===== src/rtl/risk_pkg.sv =====
// Shared types and constants for the kill-switch control plane.
package risk_pkg;

    localparam int KS_KEY_W   = 16;
    localparam int KS_TIMER_W = 32;

    typedef enum logic [2:0] {
        DISARMED    = 3'd0,
        ARMED       = 3'd1,
        TRIPPED     = 3'd2,
        LOCKED      = 3'd3,
        CONFIRM     = 3'd4,
        RESET_ISSUE = 3'd5,
        WAIT_CLEAR  = 3'd6
    } ks_seq_state_e;

    // True when a running phase timer is on its final cycle (or already idle).
    function automatic logic timer_final(input logic [KS_TIMER_W-1:0] value, input logic expired);
        return expired || (value == 32'd1);
    endfunction

endpackage


===== src/rtl/ks_timer.sv =====
// Loadable 32-bit down-counter shared by the cooldown, confirm-window and
// ack-timeout phases; only one of those phases is ever active at a time.
module ks_timer
    import risk_pkg::*;
(
    input  logic                  clk,
    input  logic                  rst,
    input  logic                  load,
    input  logic [KS_TIMER_W-1:0] load_value,
    input  logic                  dec,
    output logic [KS_TIMER_W-1:0] value,
    output logic                  expired
);

    // Load has priority over decrement; the count saturates at zero.
    always_ff @(posedge clk) begin
        if (rst) begin
            value <= 32'd0;
        end else if (load) begin
            value <= load_value;
        end else if (dec && (value != 32'd0)) begin
            value <= value - 32'd1;
        end else begin
            value <= value;
        end
    end

    assign expired = (value == 32'd0);

endmodule


===== src/rtl/kill_switch_sequencer.sv =====
// Kill-switch sequencer: merges trip sources into one trigger, enforces a
// post-trip cooldown, then a keyed two-phase reset with clear verification.
module kill_switch_sequencer
    import risk_pkg::*;
#(
    parameter int NUM_SRC         = 4,
    parameter int SRC_W           = $clog2(NUM_SRC),
    parameter int COOLDOWN_CYCLES = 1024,
    parameter int CONFIRM_WINDOW  = 64,
    parameter int ACK_TIMEOUT     = 16
) (
    input  logic                clk,
    input  logic                rst,
    input  logic                cfg_arm,
    input  logic [KS_KEY_W-1:0] cfg_reset_key,
    input  logic [NUM_SRC-1:0]  trig_src,
    input  logic                reset_req,
    input  logic                reset_confirm,
    input  logic [KS_KEY_W-1:0] reset_key,
    input  logic                ks_killed,
    output logic                ks_armed,
    output logic                ks_trigger,
    output logic                ks_reset,
    output logic [2:0]          state,
    output logic [SRC_W-1:0]    trip_source,
    output logic [NUM_SRC-1:0]  trip_mask,
    output logic [31:0]         trip_count,
    output logic                reset_rejected,
    output logic                err_ack_timeout
);

    ks_seq_state_e         state_r;
    ks_seq_state_e         next_state_s;
    logic                  timer_load_s;
    logic [KS_TIMER_W-1:0] timer_load_value_s;
    logic                  timer_dec_s;
    logic [KS_TIMER_W-1:0] timer_value_s;
    logic                  timer_expired_s;
    logic                  timer_last_s;
    logic                  any_trig_s;
    logic                  post_trip_s;
    logic [SRC_W-1:0]      first_idx_s;
    logic                  trigger_s;
    logic                  reset_pulse_s;
    logic                  reject_s;
    logic                  ack_err_s;
    logic                  first_trip_s;
    logic                  record_trip_s;
    logic                  clear_trip_s;

    ks_timer u_timer (
        .clk        (clk),
        .rst        (rst),
        .load       (timer_load_s),
        .load_value (timer_load_value_s),
        .dec        (timer_dec_s),
        .value      (timer_value_s),
        .expired    (timer_expired_s)
    );

    assign any_trig_s   = |trig_src;
    assign timer_last_s = timer_final(timer_value_s, timer_expired_s);
    assign post_trip_s  = (state_r != DISARMED) && (state_r != ARMED);
    assign state        = state_r;

    // Priority encoder: lowest set trip source index wins.
    always_comb begin
        first_idx_s = {SRC_W{1'b0}};
        for (int i = NUM_SRC - 1; i >= 0; i--) begin
            if (trig_src[i]) begin
                first_idx_s = SRC_W'(i);
            end else begin
                first_idx_s = first_idx_s;
            end
        end
    end

    // Next-state and action decode; a trip in any post-trip state beats everything else.
    always_comb begin
        next_state_s       = state_r;
        timer_load_s       = 1'b0;
        timer_load_value_s = 32'd0;
        timer_dec_s        = 1'b0;
        trigger_s          = 1'b0;
        reset_pulse_s      = 1'b0;
        reject_s           = 1'b0;
        ack_err_s          = 1'b0;
        first_trip_s       = 1'b0;
        record_trip_s      = 1'b0;
        clear_trip_s       = 1'b0;
        if (post_trip_s && any_trig_s) begin
            // The kill switch may already have been cleared once a reset was issued.
            next_state_s       = TRIPPED;
            record_trip_s      = 1'b1;
            timer_load_s       = 1'b1;
            timer_load_value_s = 32'(COOLDOWN_CYCLES);
            trigger_s          = (state_r == RESET_ISSUE) || (state_r == WAIT_CLEAR);
        end else begin
            case (state_r)
                DISARMED: begin
                    if (cfg_arm) begin
                        next_state_s = ARMED;
                    end else begin
                        next_state_s = DISARMED;
                    end
                end
                ARMED: begin
                    if (any_trig_s) begin
                        next_state_s       = TRIPPED;
                        trigger_s          = 1'b1;
                        first_trip_s       = 1'b1;
                        record_trip_s      = 1'b1;
                        timer_load_s       = 1'b1;
                        timer_load_value_s = 32'(COOLDOWN_CYCLES);
                    end else if (!cfg_arm) begin
                        next_state_s = DISARMED;
                    end else begin
                        next_state_s = ARMED;
                    end
                end
                TRIPPED: begin
                    timer_dec_s = 1'b1;
                    reject_s    = reset_req;
                    if (timer_last_s) begin
                        next_state_s = LOCKED;
                    end else begin
                        next_state_s = TRIPPED;
                    end
                end
                LOCKED: begin
                    if (reset_req) begin
                        next_state_s       = CONFIRM;
                        timer_load_s       = 1'b1;
                        timer_load_value_s = 32'(CONFIRM_WINDOW);
                    end else begin
                        next_state_s = LOCKED;
                    end
                end
                CONFIRM: begin
                    timer_dec_s = 1'b1;
                    if (reset_confirm && (reset_key == cfg_reset_key)) begin
                        next_state_s  = RESET_ISSUE;
                        reset_pulse_s = 1'b1;
                    end else if (reset_confirm || timer_last_s) begin
                        next_state_s = LOCKED;
                        reject_s     = 1'b1;
                    end else begin
                        next_state_s = CONFIRM;
                    end
                end
                RESET_ISSUE: begin
                    next_state_s       = WAIT_CLEAR;
                    timer_load_s       = 1'b1;
                    timer_load_value_s = 32'(ACK_TIMEOUT);
                end
                WAIT_CLEAR: begin
                    if (!ks_killed) begin
                        next_state_s       = cfg_arm ? ARMED : DISARMED;
                        clear_trip_s       = 1'b1;
                        timer_load_s       = 1'b1;
                        timer_load_value_s = 32'd0;
                    end else if (timer_last_s) begin
                        next_state_s = LOCKED;
                        ack_err_s    = 1'b1;
                    end else begin
                        next_state_s = WAIT_CLEAR;
                        timer_dec_s  = 1'b1;
                    end
                end
                default: begin
                    next_state_s = DISARMED;
                end
            endcase
        end
    end

    // State register, registered pulses and sticky trip bookkeeping.
    always_ff @(posedge clk) begin
        if (rst) begin
            state_r         <= DISARMED;
            ks_armed        <= 1'b0;
            ks_trigger      <= 1'b0;
            ks_reset        <= 1'b0;
            reset_rejected  <= 1'b0;
            err_ack_timeout <= 1'b0;
            trip_source     <= {SRC_W{1'b0}};
            trip_mask       <= {NUM_SRC{1'b0}};
            trip_count      <= 32'd0;
        end else begin
            state_r         <= next_state_s;
            ks_armed        <= (next_state_s != DISARMED);
            ks_trigger      <= trigger_s;
            ks_reset        <= reset_pulse_s;
            reset_rejected  <= reject_s;
            err_ack_timeout <= ack_err_s;
            if (first_trip_s) begin
                trip_source <= first_idx_s;
            end else if (clear_trip_s) begin
                trip_source <= {SRC_W{1'b0}};
            end else begin
                trip_source <= trip_source;
            end
            if (clear_trip_s) begin
                trip_mask <= {NUM_SRC{1'b0}};
            end else if (record_trip_s) begin
                trip_mask <= trip_mask | trig_src;
            end else begin
                trip_mask <= trip_mask;
            end
            if (first_trip_s) begin
                trip_count <= trip_count + 32'd1;
            end else begin
                trip_count <= trip_count;
            end
        end
    end

endmodule


===== config.mk =====
export PLATFORM = sky130hd
export DESIGN_NAME = kill_switch_sequencer
export DESIGN_NICKNAME = d
export VERILOG_FILES = /design/src/rtl/risk_pkg.sv /design/src/rtl/ks_timer.sv /design/src/rtl/kill_switch_sequencer.sv
export SDC_FILE = /design/constraint.sdc
export NUM_CORES = 1
export LEC_CHECK = 0
export BUFFER_PORTS_ARGS = -buffer_cell sky130_fd_sc_hd__buf_2
export CORE_ASPECT_RATIO = 0.8
export CORE_MARGIN = 5
export CORE_UTILIZATION = 59
export DETAILED_ROUTE_END_ITERATION = 16
export PLACE_DENSITY_LB_ADDON = 0.12
export REMOVE_ABC_BUFFERS = 1
export SLEW_MARGIN = 30
export SYNTH_ARGS = -nofsm -noshare
export SYNTH_HDL_FRONTEND = slang
export SYNTH_SLANG_ARGS = --single-unit

===== constraint.sdc =====
create_clock -name clk -period 4 [get_ports clk]
set_input_delay 0.2 -clock clk [delete_from_list [all_inputs] [get_ports clk]]
set_output_delay 0.2 -clock clk [all_outputs]
set_load 0.02 [all_outputs]

# Word level (Yosys, flattened, before mapping)
# Index checks and enable logic that the tools add are counted.
[classes]
addsub = 2
n_eq_ne = 9
n_mux = 42
bitwise_logic = 4
reduce_logical = 20
[op_table]
columns = ["operator", "count"]
rows = [
  ["32-bit 2-to-1 mux", 2],
  ["11-bit one-hot mux with 3 select lines", 1],
  ["32-bit by 1-bit adder with 32-bit output (second input constant)", 1],
  ["32-bit by 1-bit == test with 1-bit output (second input constant)", 1],
  ["32-bit zero test", 1],
  ["32-bit nonzero test", 1],
  ["32-bit by 1-bit subtractor with 32-bit output (second input constant)", 1],
  ["11-bit 2-to-1 mux", 2],
  ["3-bit one-hot mux with 7 select lines", 1],
  ["1-bit 2-to-1 mux", 19],
  ["3-bit 2-to-1 mux", 6],
  ["16-bit == test", 1],
  ["2-bit 2-to-1 mux", 7],
  ["3-bit == test (second input constant)", 3],
  ["4-bit OR reduction", 2],
  ["7-bit 2-to-1 mux", 1],
  ["3-bit by 2-bit == test with 1-bit output (second input constant)", 2],
  ["3-bit nonzero test", 2],
  ["2-bit OR reduction", 3],
  ["1-bit logical AND", 4],
  ["4-bit OR", 1],
  ["1-bit one-hot mux with 2 select lines", 2],
  ["1-bit one-hot mux with 4 select lines", 1],
  ["2-bit nonzero test", 2],
  ["other kinds (6)", 10],
]
[word_totals]
ff_bits = 78
input_bits = 42
out_inout_bits = 46
elab_cells = 87

# Logic depth before layout (Yosys ltp)
[depth]
word_depth = 9
depth_mapped = 9
mapped_depth_nobuf = 8

# Hierarchy
# From an unflattened synthesis, not the netlist that was laid out.
[unflattened]
cells_unflattened = 535
area_unflattened_um2 = 4444.3
[modules_own_cells]
columns = ["module", "instances", "cells_each", "area_each_um2", "seq_area_each_um2"]
rows = [
  ["kill_switch_sequencer", 1, 302, 2451.1, 920.9],
  ["ks_timer", 1, 233, 1993.2, 640.6],
]

# Worst setup path after synthesis
# Ideal clock, no wire load.
[synth_path]
path_type = "reg2reg"
start = "reg trip_count[10]"
end = "reg trip_count[30]"
setup_ns = 0.124
arrival_time_ns = 2.132
required_time_ns = 3.876
setup_slack_ns = 1.743
stages_incl_launch_ff = 8
n_path_buf = 1
path_cell_list = "dfxtp_1 > nand4_2 > or4_4 > or4_4 > buf_6 > nor3_2 > xnor2_1 > nor2_1"
[synth_between]
elab_chain_len = 1
[synth_lines]
columns = ["element", "line", "text"]
rows = [
  ["start, declared", "kill_switch_sequencer.sv:27", "output logic [31:0] trip_count,"],
  ["start signal, assigned", "kill_switch_sequencer.sv:211", "trip_count <= trip_count + 32'd1;"],
  ["start signal, assigned", "kill_switch_sequencer.sv:213", "trip_count <= trip_count;"],
  ["32-bit by 1-bit adder with 32-bit output", "kill_switch_sequencer.sv:211", ""],
]
# Every way passes these cells.
# A chain may end at the register's enable or synchronous reset.

# Final worst setup path
[layout_path]
start = "reg u_timer.value[16]"
end = "reg u_timer.value[11]"
[layout_between]
elab_chain_len = 8
elab_cells_between_ends = 10
[layout_lines]
columns = ["element", "line", "text"]
rows = [
  ["start, declared", "ks_timer.sv:11", "output logic [KS_TIMER_W-1:0] value,"],
  ["start signal, assigned", "ks_timer.sv:20", "value <= load_value;"],
  ["start signal, assigned", "ks_timer.sv:22", "value <= value - 32'd1;"],
  ["start signal, assigned", "ks_timer.sv:24", "value <= value;"],
  ["32-bit by 1-bit == test with 1-bit output or 32-bit zero test (tied branches)", "risk_pkg.sv:19, ks_timer.sv:28", ""],
  ["1-bit logical OR", "risk_pkg.sv:19", "return expired || (value == 32'd1);"],
  ["1-bit 2-to-1 mux", "kill_switch_sequencer.sv:162", "end else if (timer_last_s) begin"],
  ["1-bit 2-to-1 mux", "kill_switch_sequencer.sv:157", "if (!ks_killed) begin"],
  ["1-bit one-hot mux with 2 select lines", "kill_switch_sequencer.sv:99", "case (state_r)"],
  ["1-bit 2-to-1 mux", "kill_switch_sequencer.sv:91", "if (post_trip_s && any_trig_s) begin"],
  ["1-bit logical AND *", "ks_timer.sv:21", "end else if (dec && (value != 32'd0)) begin"],
  ["2-bit nonzero test (no line) *", "-", ""],
]
# Mark *: on every way between the ends. The rest lies on a longest branch, timed or not.

==> results.cfg <==
[power]
power_w = 0.00329
power_leakage_nw = 1.84
ir_drop_v = 0.000436
power.density_mw_per_mm2 = 689

[route]
met2WireLength_um = 4190
drt-total-wl_um = 9380
vias = 3707
routed.top_layer = met4
wl_met1_um = 4510
drc = 0
detail_route.iter0.violations = 154
dr_wl_met3_um = 570
post_drt_wl_per_cell_um = 14.2
drt-vias-per-instance = 5.59
first_pass_iters = 4
antenna_left = 0

[synthesis]
synthMuxAreaShare = 0.00240
synth_top_family_by_area = simple AND/OR/NAND/NOR gates
synth_common_cells = 84 x nor2_1, 78 x dfxtp_1, 59 x xnor2_1, 23 x nand2_1, 21 x nor3_1
ys_warn_count = 0
ys.flop_type = dfxtp_1
synth_most_common_cell = nor2_1
synth_edf_count = 0
synth-compound-area-share = 0.0754
yosys.cell_types.count = 60
syn_area_mm2 = 0.00417
ys_seq_elements = 78
yosysTopAreaCellShare = 0.375
synthXorXnorAreaFrac = 0.151
seq_area_frac_synth = 0.375
async_flop_share = 0
yosys-top-cells-area = dfxtp_1 37%, xnor2_1 12%, nor2_1 7.6%
synth_cells = 493
synthAdderAreaFrac = 0.0120
synth_top_area_cell = dfxtp_1
synth_simple_gate_area_frac = 0.335
avgSynthCellArea_um2 = 8.45

[job]
max_cap_violations = 0

[sta]
fin_skew_ps = 11.1
setup_viol = 0
tightest_slew_ps = 719
slew-limit-headroom = 0.520
rsz0062_at_grt = no
fin_tns_setup_ps = 0
drv_slew = 0
hold_violations = 0
setup_ws_ps = 1330
max_freq_mhz = 375
finalCriticalPeriod_ps = 2670
period_share = 0.667

[global_routing]
grt_first_pass_wirelength_um = 16100
antenna_found_initial = 0
overflow = 0
grt_usage = 0.215
grt_max_degree = 43
grt_pass1_vias = 3496

[clocking]
cts_buffer_depth = 2
htreeDepth = 3
clock_sinks = 78
cts_resized = 0
holdBufCountCts = 0
clkSlewWorstSetupHoldPaths_ps = 80
clock_latency_ps = 360
clock-root-buffer = clkbuf_8
cts_tree = built
cts_made_buffers = 9
post_cts_buffers = 0

[finish]
syn_to_final_growth_pct = 14.5
num_antenna_cells = 0
drive_gt1_frac = 0.231
nets = 618
fin_area_mm2 = 0.00477

[floorplanning]
start_util = 0.605
num_io_pins = 88
fp.dieW_um = 104
dieHeight_um = 85.2
core_area_mm2 = 0.00689
dieArea_mm2 = 0.00885
rows = 27

[critical_path]
cpPeakStageDelay_ps = 580
crit_path_start_kind = register
critical_path.endpoint_type = register
r2r-start = u_timer.value[16]
cp.arrival_ps = 2950
required_ps = 4290
rr_worst_depth = 7
crit_type = register to register
r2r_slack_ps = 1330
path_cells = or4_4 > nor2_1 > o2111a_1 > buf_4 > o21ai_2 > a31o_1 > a21oi_1
cp_num_buf_inv = 1
path_max_fanout = 14
cp_top_family = compound AO/OA/AOI/OAI gates
rr_endpoint = u_timer.value[11]
cp_slowest_cell = or4_4

[outcome]
status = completed

[placed_design]
gp_congestion = 0.838
dp_slack_ps = 1360
hpwlAfterDp_um = 6930
io_buffers = 87
place_area_mm2 = 0.00461

[min_path]
min_from = trig_src[1]
hold_depth = 3
min_to = trip_mask[1]
hp-class = primary input to register
[metrics by stage]
stage	hold slack [ps]	std cells	utilization
final	159	663	0.692
after detailed placement	478	648	0.669
after global routing	170	663	0.692
after floorplan	269	470	-
after global placement	470	648	0.669
after CTS	147	663	0.692
[tightest hold or removal path, stage by stage]
cell     delay [ps]
buf_2           120
a21oi_1          70
nor2b_1          90
[layer usage]
layer / up-vias / global-route usage
met5: - / 0
met4: 0 / 0.0576
met3: 10 / 0.0586
met2: 102 / 0.340
met1: 1724 / 0.293
li1: 1871 / -
[worst max path at each step]
stage | startpoint | to | slack (ps) | cells past startpoint
floorplan | u_timer.value[16] | u_timer.value[11] | 1530 | 6
global placement | u_timer.value[16] | u_timer.value[11] | 1450 | 7
detailed placement | u_timer.value[16] | u_timer.value[11] | 1360 | 7
CTS | u_timer.value[16] | u_timer.value[11] | 1340 | 7
global route | u_timer.value[16] | u_timer.value[11] | 1090 | 7
finish | u_timer.value[16] | u_timer.value[11] | 1330 | 7
[logic make-up after synthesis]
logic type / count (synthesis)
simple gates: 249
flops: 78
xor+xnor: 72
compound gates: 47
buf+inv: 42
fa+ha+maj: 4
mux: 1
[layout make-up]
| cell class | count | area [µm²] |
|---|---|---|
| Tap cell | 87 | 109 |
| Clock buffer | 9 | 124 |
| Sequential cell | 78 | 1560 |
| Clock inverter | 6 | 40.0 |
| Inverter | 19 | 71.3 |
| Timing Repair Buffer | 91 | 465 |
| Fill cell | 587 | 2120 |
| Multi-Input combinational cell | 373 | 2400 |
[placed cells by master, fill, tap and decap left out, drive strengths merged, types with 14 or more instances in the layout]
cell / instances
nor2: 84
nand3: 19
a21oi: 14
nand2: 23
buf: 91
dfxtp: 78
nor4: 23
nor3: 29
inv: 19
nand4: 14
xnor2: 59
[state kept, by name, indices dropped and copies added, names as in the netlist]
signal / cells
trip_mask: 4
state: 3
ks_trigger: 1
trip_source: 2
u_timer.value: 32
trip_count: 32
reset_rejected: 1
ks_armed: 1
ks_reset: 1
err_ack_timeout: 1
[power breakdown]
group | switching, W | internal (W)
logic | 0.00111 | 0.000648
clock network | 0.000291 | 0.000220
registers | 0.000140 | 0.000882
Note: power is estimated with default switching activity, not from simulation.
